`config.mk`:
```
export PLATFORM = sky130hd
export DESIGN_NAME = systolic_mm_array
export DESIGN_NICKNAME = d
export VERILOG_FILES = /design/src/rtl/systolic_mm_array.sv
export SDC_FILE = /design/constraint.sdc
export NUM_CORES = 2
export LEC_CHECK = 0
export CORE_MARGIN = 4
export CORE_UTILIZATION = 54
export DETAILED_ROUTE_END_ITERATION = 8
export PLACE_DENSITY_LB_ADDON = 0.05
export SYNTH_ARGS = -nofsm -noshare
export SYNTH_HDL_FRONTEND = slang
export SYNTH_SLANG_ARGS = --single-unit
```
`constraint.sdc`:
```
create_clock -name clk_i -period 8.9 [get_ports clk_i]
set_input_delay 1.335 -clock clk_i [delete_from_list [all_inputs] [get_ports clk_i]]
set_output_delay 1.335 -clock clk_i [all_outputs]
set_load 0.01 [all_outputs]
```
`src/rtl/systolic_mm_array.sv`:
```
// Output-stationary NxN systolic matrix-multiply engine: C = A*B with runtime K.
// Operands enter through per-row/column skew lines and results are read back one row at a time.
module systolic_mm_array #(
  parameter int unsigned N    = 4,
  parameter int unsigned DW   = 8,
  parameter int unsigned KW   = 8,
  parameter int unsigned ACCW = 2 * DW + KW,
  parameter int unsigned RW   = $clog2(N)
) (
  input  logic              clk_i,
  input  logic              rst_ni,
  input  logic              start_i,
  input  logic [KW-1:0]     k_len_i,
  input  logic              signed_mode_i,
  input  logic              in_valid_i,
  output logic              in_ready_o,
  input  logic [N*DW-1:0]   a_col_i,
  input  logic [N*DW-1:0]   b_row_i,
  output logic              out_valid_o,
  input  logic              out_ready_i,
  output logic [RW-1:0]     out_row_o,
  output logic [N*ACCW-1:0] out_data_o,
  output logic              busy_o,
  output logic              done_o
);

  localparam int unsigned DCW = $clog2(2 * N);
  localparam logic [DCW-1:0] DrainLast = DCW'(2 * N - 2);

  typedef enum logic [1:0] {StIdle, StLoad, StDrain, StUnload} state_e;

  state_e        state_q;
  logic [KW-1:0] k_len_q, beat_q;
  logic          signed_q;
  logic [DCW-1:0] drain_q;
  logic [RW-1:0] out_row_q;
  logic          done_q;

  logic start_acc, beat_acc, acc_en;
  assign start_acc = (state_q == StIdle) && start_i;
  assign beat_acc  = (state_q == StLoad) && in_valid_i;
  assign acc_en    = (state_q == StLoad) || (state_q == StDrain);

  always_ff @(posedge clk_i or negedge rst_ni) begin
    if (!rst_ni) begin
      state_q   <= StIdle;
      k_len_q   <= '0;
      signed_q  <= 1'b0;
      beat_q    <= '0;
      drain_q   <= '0;
      out_row_q <= '0;
      done_q    <= 1'b0;
    end else begin
      done_q <= 1'b0;
      unique case (state_q)
        StIdle: begin
          if (start_i) begin
            k_len_q  <= k_len_i;
            signed_q <= signed_mode_i;
            beat_q   <= '0;
            drain_q  <= '0;
            state_q  <= (k_len_i != '0) ? StLoad : StDrain;
          end
        end
        StLoad: begin
          if (in_valid_i) begin
            beat_q <= beat_q + 1'b1;
            if (beat_q + 1'b1 == k_len_q) state_q <= StDrain;
          end
        end
        StDrain: begin
          if (drain_q == DrainLast) begin
            drain_q   <= '0;
            out_row_q <= '0;
            state_q   <= StUnload;
          end else begin
            drain_q <= drain_q + 1'b1;
          end
        end
        StUnload: begin
          if (out_ready_i) begin
            if (out_row_q == RW'(N - 1)) begin
              out_row_q <= '0;
              done_q    <= 1'b1;
              state_q   <= StIdle;
            end else begin
              out_row_q <= out_row_q + 1'b1;
            end
          end
        end
        default: state_q <= StIdle;
      endcase
    end
  end

  assign in_ready_o  = (state_q == StLoad);
  assign out_valid_o = (state_q == StUnload);
  assign busy_o      = (state_q != StIdle);
  assign out_row_o   = out_row_q;
  assign done_o      = done_q;

  // Bubbles and non-LOAD cycles inject zeros on every feeder at once, keeping alignment.
  logic [DW-1:0] a_inj [N];
  logic [DW-1:0] b_inj [N];
  logic [DW-1:0] a_skew [N];
  logic [DW-1:0] b_skew [N];

  always_comb begin
    for (int unsigned i = 0; i < N; i++) begin
      a_inj[i] = beat_acc ? a_col_i[i*DW +: DW] : '0;
      b_inj[i] = beat_acc ? b_row_i[i*DW +: DW] : '0;
    end
  end

  for (genvar i = 0; i < N; i++) begin : g_skew
    if (i == 0) begin : g_direct
      assign a_skew[i] = a_inj[i];
      assign b_skew[i] = b_inj[i];
    end else begin : g_dly
      logic [DW-1:0] a_dly_q [i];
      logic [DW-1:0] b_dly_q [i];
      always_ff @(posedge clk_i or negedge rst_ni) begin
        if (!rst_ni) begin
          for (int k = 0; k < i; k++) begin
            a_dly_q[k] <= '0;
            b_dly_q[k] <= '0;
          end
        end else begin
          a_dly_q[0] <= a_inj[i];
          b_dly_q[0] <= b_inj[i];
          for (int k = 1; k < i; k++) begin
            a_dly_q[k] <= a_dly_q[k-1];
            b_dly_q[k] <= b_dly_q[k-1];
          end
        end
      end
      assign a_skew[i] = a_dly_q[i-1];
      assign b_skew[i] = b_dly_q[i-1];
    end
  end

  logic [DW-1:0]   a_out [N][N];
  logic [DW-1:0]   b_out [N][N];
  logic [ACCW-1:0] acc   [N][N];

  for (genvar i = 0; i < N; i++) begin : g_row
    for (genvar j = 0; j < N; j++) begin : g_pe
      logic [DW-1:0]          a_op, b_op, a_q, b_q;
      logic [ACCW-1:0]        acc_q, prod_ext;
      logic signed [DW:0]     a_ext, b_ext;
      logic signed [2*DW+1:0] a_w, b_w, prod;

      if (j == 0) begin : g_a_edge
        assign a_op = a_skew[i];
      end else begin : g_a_int
        assign a_op = a_out[i][j-1];
      end
      if (i == 0) begin : g_b_edge
        assign b_op = b_skew[j];
      end else begin : g_b_int
        assign b_op = b_out[i-1][j];
      end

      // One extra bit turns both modes into a single signed multiply.
      assign a_ext    = {signed_q & a_op[DW-1], a_op};
      assign b_ext    = {signed_q & b_op[DW-1], b_op};
      assign a_w      = {{(DW + 1){a_ext[DW]}}, a_ext};
      assign b_w      = {{(DW + 1){b_ext[DW]}}, b_ext};
      assign prod     = a_w * b_w;
      assign prod_ext = {{(ACCW - 2 * DW - 2){prod[2*DW+1]}}, prod};

      always_ff @(posedge clk_i or negedge rst_ni) begin
        if (!rst_ni) begin
          a_q   <= '0;
          b_q   <= '0;
          acc_q <= '0;
        end else if (start_acc) begin
          a_q   <= '0;
          b_q   <= '0;
          acc_q <= '0;
        end else begin
          a_q <= a_op;
          b_q <= b_op;
          if (acc_en) acc_q <= acc_q + prod_ext;
        end
      end

      assign a_out[i][j] = a_q;
      assign b_out[i][j] = b_q;
      assign acc[i][j]   = acc_q;
    end
  end

  always_comb begin
    out_data_o = '0;
    for (int unsigned j = 0; j < N; j++) begin
      out_data_o[j*ACCW +: ACCW] = acc[out_row_q][j];
    end
  end

endmodule

```
==> out/results.ini <==
[drt]
firstDrtPassIters=6
viasPerCell=5.57
wl_mm=248
drc_errors=0
detail-route-antenna-nets=0
drt-initial-drc-count=4077
num_vias=69600
wl_per_cell_um=19.9

[logic_synthesis]
seq_area_frac_synth=0.187
synth_cell_types=85
synth.area.top_cells=fa_1 (24%), dfrtp_1 (19%), ha_1 (13%), inv_1 (6.5%), and2_1 (4.5%)
syn_area_um2=93000
synth_area_per_cell_um2=9.16
synth_warnings=0
synth_top_area_cell=fa_1
synth-async-reset-ratio=1.00
ys_ff_latch=697
ys.flop_type=dfrtp_1
synthDominantCellAreaShare=0.244
syn_inst=10200
synth-edff-count=0
syn_nets=12300

[floorplan]
die_width_um=423
ios=180
initial_core_util=0.543
core_area_um2=171000
fp-row-count=152
die_area_um2=179000
die_h_um=423

[layout]
fin_util=0.583
layout_common_cells=inv_1 (1607), fa_1 (1136), ha_1 (981), nand2_1 (913), dfrtp_1 (694)
areaGrowthSynthToFinish_pct=7.43
final_nets=12300
layout_commonest_cell=inv_1
drive_gt1_frac=0.0395

[sta]
period_needed_ns=8.27
rsz0062_at_grt=no
fin_setup_tns_ns=0
tightest_slew_ns=1.24
final.period_utilization=0.929
slew_headroom=0.172
finalHoldViolations=0
drv_slew=0
fin_skew_ns=0.0368
max_freq_mhz=121
finalSetupViolCount=0

[clock_tree]
cts.sinks=697
cts_resized=0
path_clk_slew_ns=0.06
cts_buffers=88
cts_buffer_depth=3
h-tree-depth=3
clock_latency_ns=0.72
clk_root_buffer_cell=clkbuf_16
cts_tree=done

[setup_path]
start_kind=flip-flop
end_kind=flip-flop
cpMostUsedCell=fa_1
worst-endpoint-required_ns=9.49
r2r_cells=27
worst-setup-path-type=flip-flop to flip-flop
reg2reg_slack_ns=0.63
cpMaxStageDelayCell=dfrtp_4
worstPathMaxFanout=39
regToRegStartpoint=signed_q
crit-reg2reg-capture=g_row[0].g_pe[2].acc_q[23]
arrival_ns=8.86
slowest_delay_ns=0.72

[global_route]
grt_pass1_wl_mm=401
grt_pass1_vias=72400
grtUsageTotal=0.282
grt_remaining_overflow=0
grt_max_degree=151
antenna_found_initial=10

[pwr]
power_density_nw_per_um2=194
power_w=0.0194
ir_drop_v=0.000348
power.leakage_nw=50.7

[hold_path]
min_to=g_row[0].g_pe[3].b_op[6]
hold_start=g_skew[3].g_dly.b_dly_q[14]
min_path_type=flip-flop to flip-flop
worstHoldPathCells=0

[flow_run]
drv_cap=0

[status]
status=finished clean

[placement]
gp_congestion=0.905
hpwl_mm=197
portBuffers=179

[what timing repair did]
item,CTS,global route
endpoints found under the hold margin,0,0
setup buffers,0,1
endpoints found under the setup margin,0,1
hold buffers,0,0
[stage by stage]
stage | setup WS, ns | std cells | instance area (µm²) | hold WS (ns)
after global routing | 0.111 | 12500 | 99900 | 0.352
final | 0.631 | 12500 | 99900 | 0.346
after CTS | 0.583 | 12500 | 99900 | 0.348
after floorplan | 0.733 | 10200 | 93000 | 0.331
after detailed placement | 0.00697 | 12300 | 96900 | 0.335
after global placement | 0.0272 | 12300 | 96900 | 0.334
[critical path, delay by kind of cell, from the launching register on]
family	cells	cell delay (ns)
buffers and inverters	4	0.65
adder cells (fa/ha/maj)	7	3.14
XOR/XNOR	2	0.54
flip-flops	1	0.72
AO/OA/AOI/OAI	9	1.98
AND/OR/NAND/NOR	5	1.06
[where the power goes]
group / switching [W] / internal, W / leakage (nW)
clock network: 0.00157 / 0.00220 / 1.45
registers: 0.00153 / 0.00405 / 9.44
logic: 0.00599 / 0.00410 / 39.8
total: 0.00908 / 0.0104 / 50.7
[logic make-up (layout without fill, tap and decap cells)]
logic type,Yosys count,after routing,share of synthesized area
and+or+nand+nor,3144,3144,0.166
other,0,4,0
DFF,697,697,0.187
AOI/OAI and AO/OA,1354,1354,0.0932
muxes,297,297,0.0449
xor gates and xnor gates,547,547,0.0515
adders and majority gates,2119,2119,0.377
buffers and inverters,1993,2015,0.0805
[registers in the layout, indices dropped and copies added, names as in the netlist]
name                  count
g_row.g_pe.acc_q        384
g_row.g_pe.a_q           96
g_skew.g_dly.b_dly_q     24
done_o                    1
drain_q                   3
state_q                   2
signed_q                  1
g_row.g_pe.b_op          24
out_row_o                 2
beat_q                    8
k_len_q                   8
g_row.g_pe.b_q           96
g_row.g_pe.a_op          24
g_skew.g_dly.a_dly_q     24
[metal layers]
| metal | track usage | share of wire |
|---|---|---|
| met5 | 0 | 0.00014 |
| met4 | 0.103 | 0.041 |
| met3 | 0.0346 | 0.046 |
| met2 | 0.468 | 0.47 |
| met1 | 0.381 | 0.44 |
[synth_stat cells, types with 46 or more instances]
master       n
a211oi_1    72
a21o_1     114
a21oi_1    390
a31oi_1     72
and2_1     664
and3_1     187
clkbuf_1   348
dfrtp_1    697
fa_1      1136
ha_1       983
inv_1     1607
mux2i_1    200
mux4_2      96
nand2_1    915
nand2b_1   137
nand3_1    172
nor2_1     664
nor2b_1    105
nor3_1     151
o21a_1      78
o21ai_0    302
or3_1       46
xnor2_1    415
xor2_1     132
[final cells by class]
cell class,count,area [µm²]
Sequential cell,697,17500
Fill cell,15200,71400
Clock buffer,118,2490
Clock inverter,42,493
Inverter,1608,6040
Multi-Input combinational cell,7461,68100
Antenna cell,4,10.0
Timing Repair Buffer,247,2420
Tap cell,2310,2890
[how the worst max path moves through the flow]
| stage | endpoint | slack (ns) | cells past startpoint | startpoint |
|---|---|---|---|---|
| after floorplan | g_row[0].g_pe[0].acc_q[23] | 0.73 | 29 | in_valid_i |
| after global placement | g_row[0].g_pe[0].acc_q[23] | 0.03 | 29 | b_row_i[0] |
| after detailed placement | g_row[0].g_pe[0].acc_q[23] | 0.007 | 29 | b_row_i[0] |
| after CTS | g_row[0].g_pe[2].acc_q[23] | 0.58 | 27 | signed_q |
| after global routing | g_row[0].g_pe[2].acc_q[23] | 0.11 | 27 | signed_q |
| final | g_row[0].g_pe[2].acc_q[23] | 0.63 | 27 | signed_q |
(Power assumes the default switching activity.)
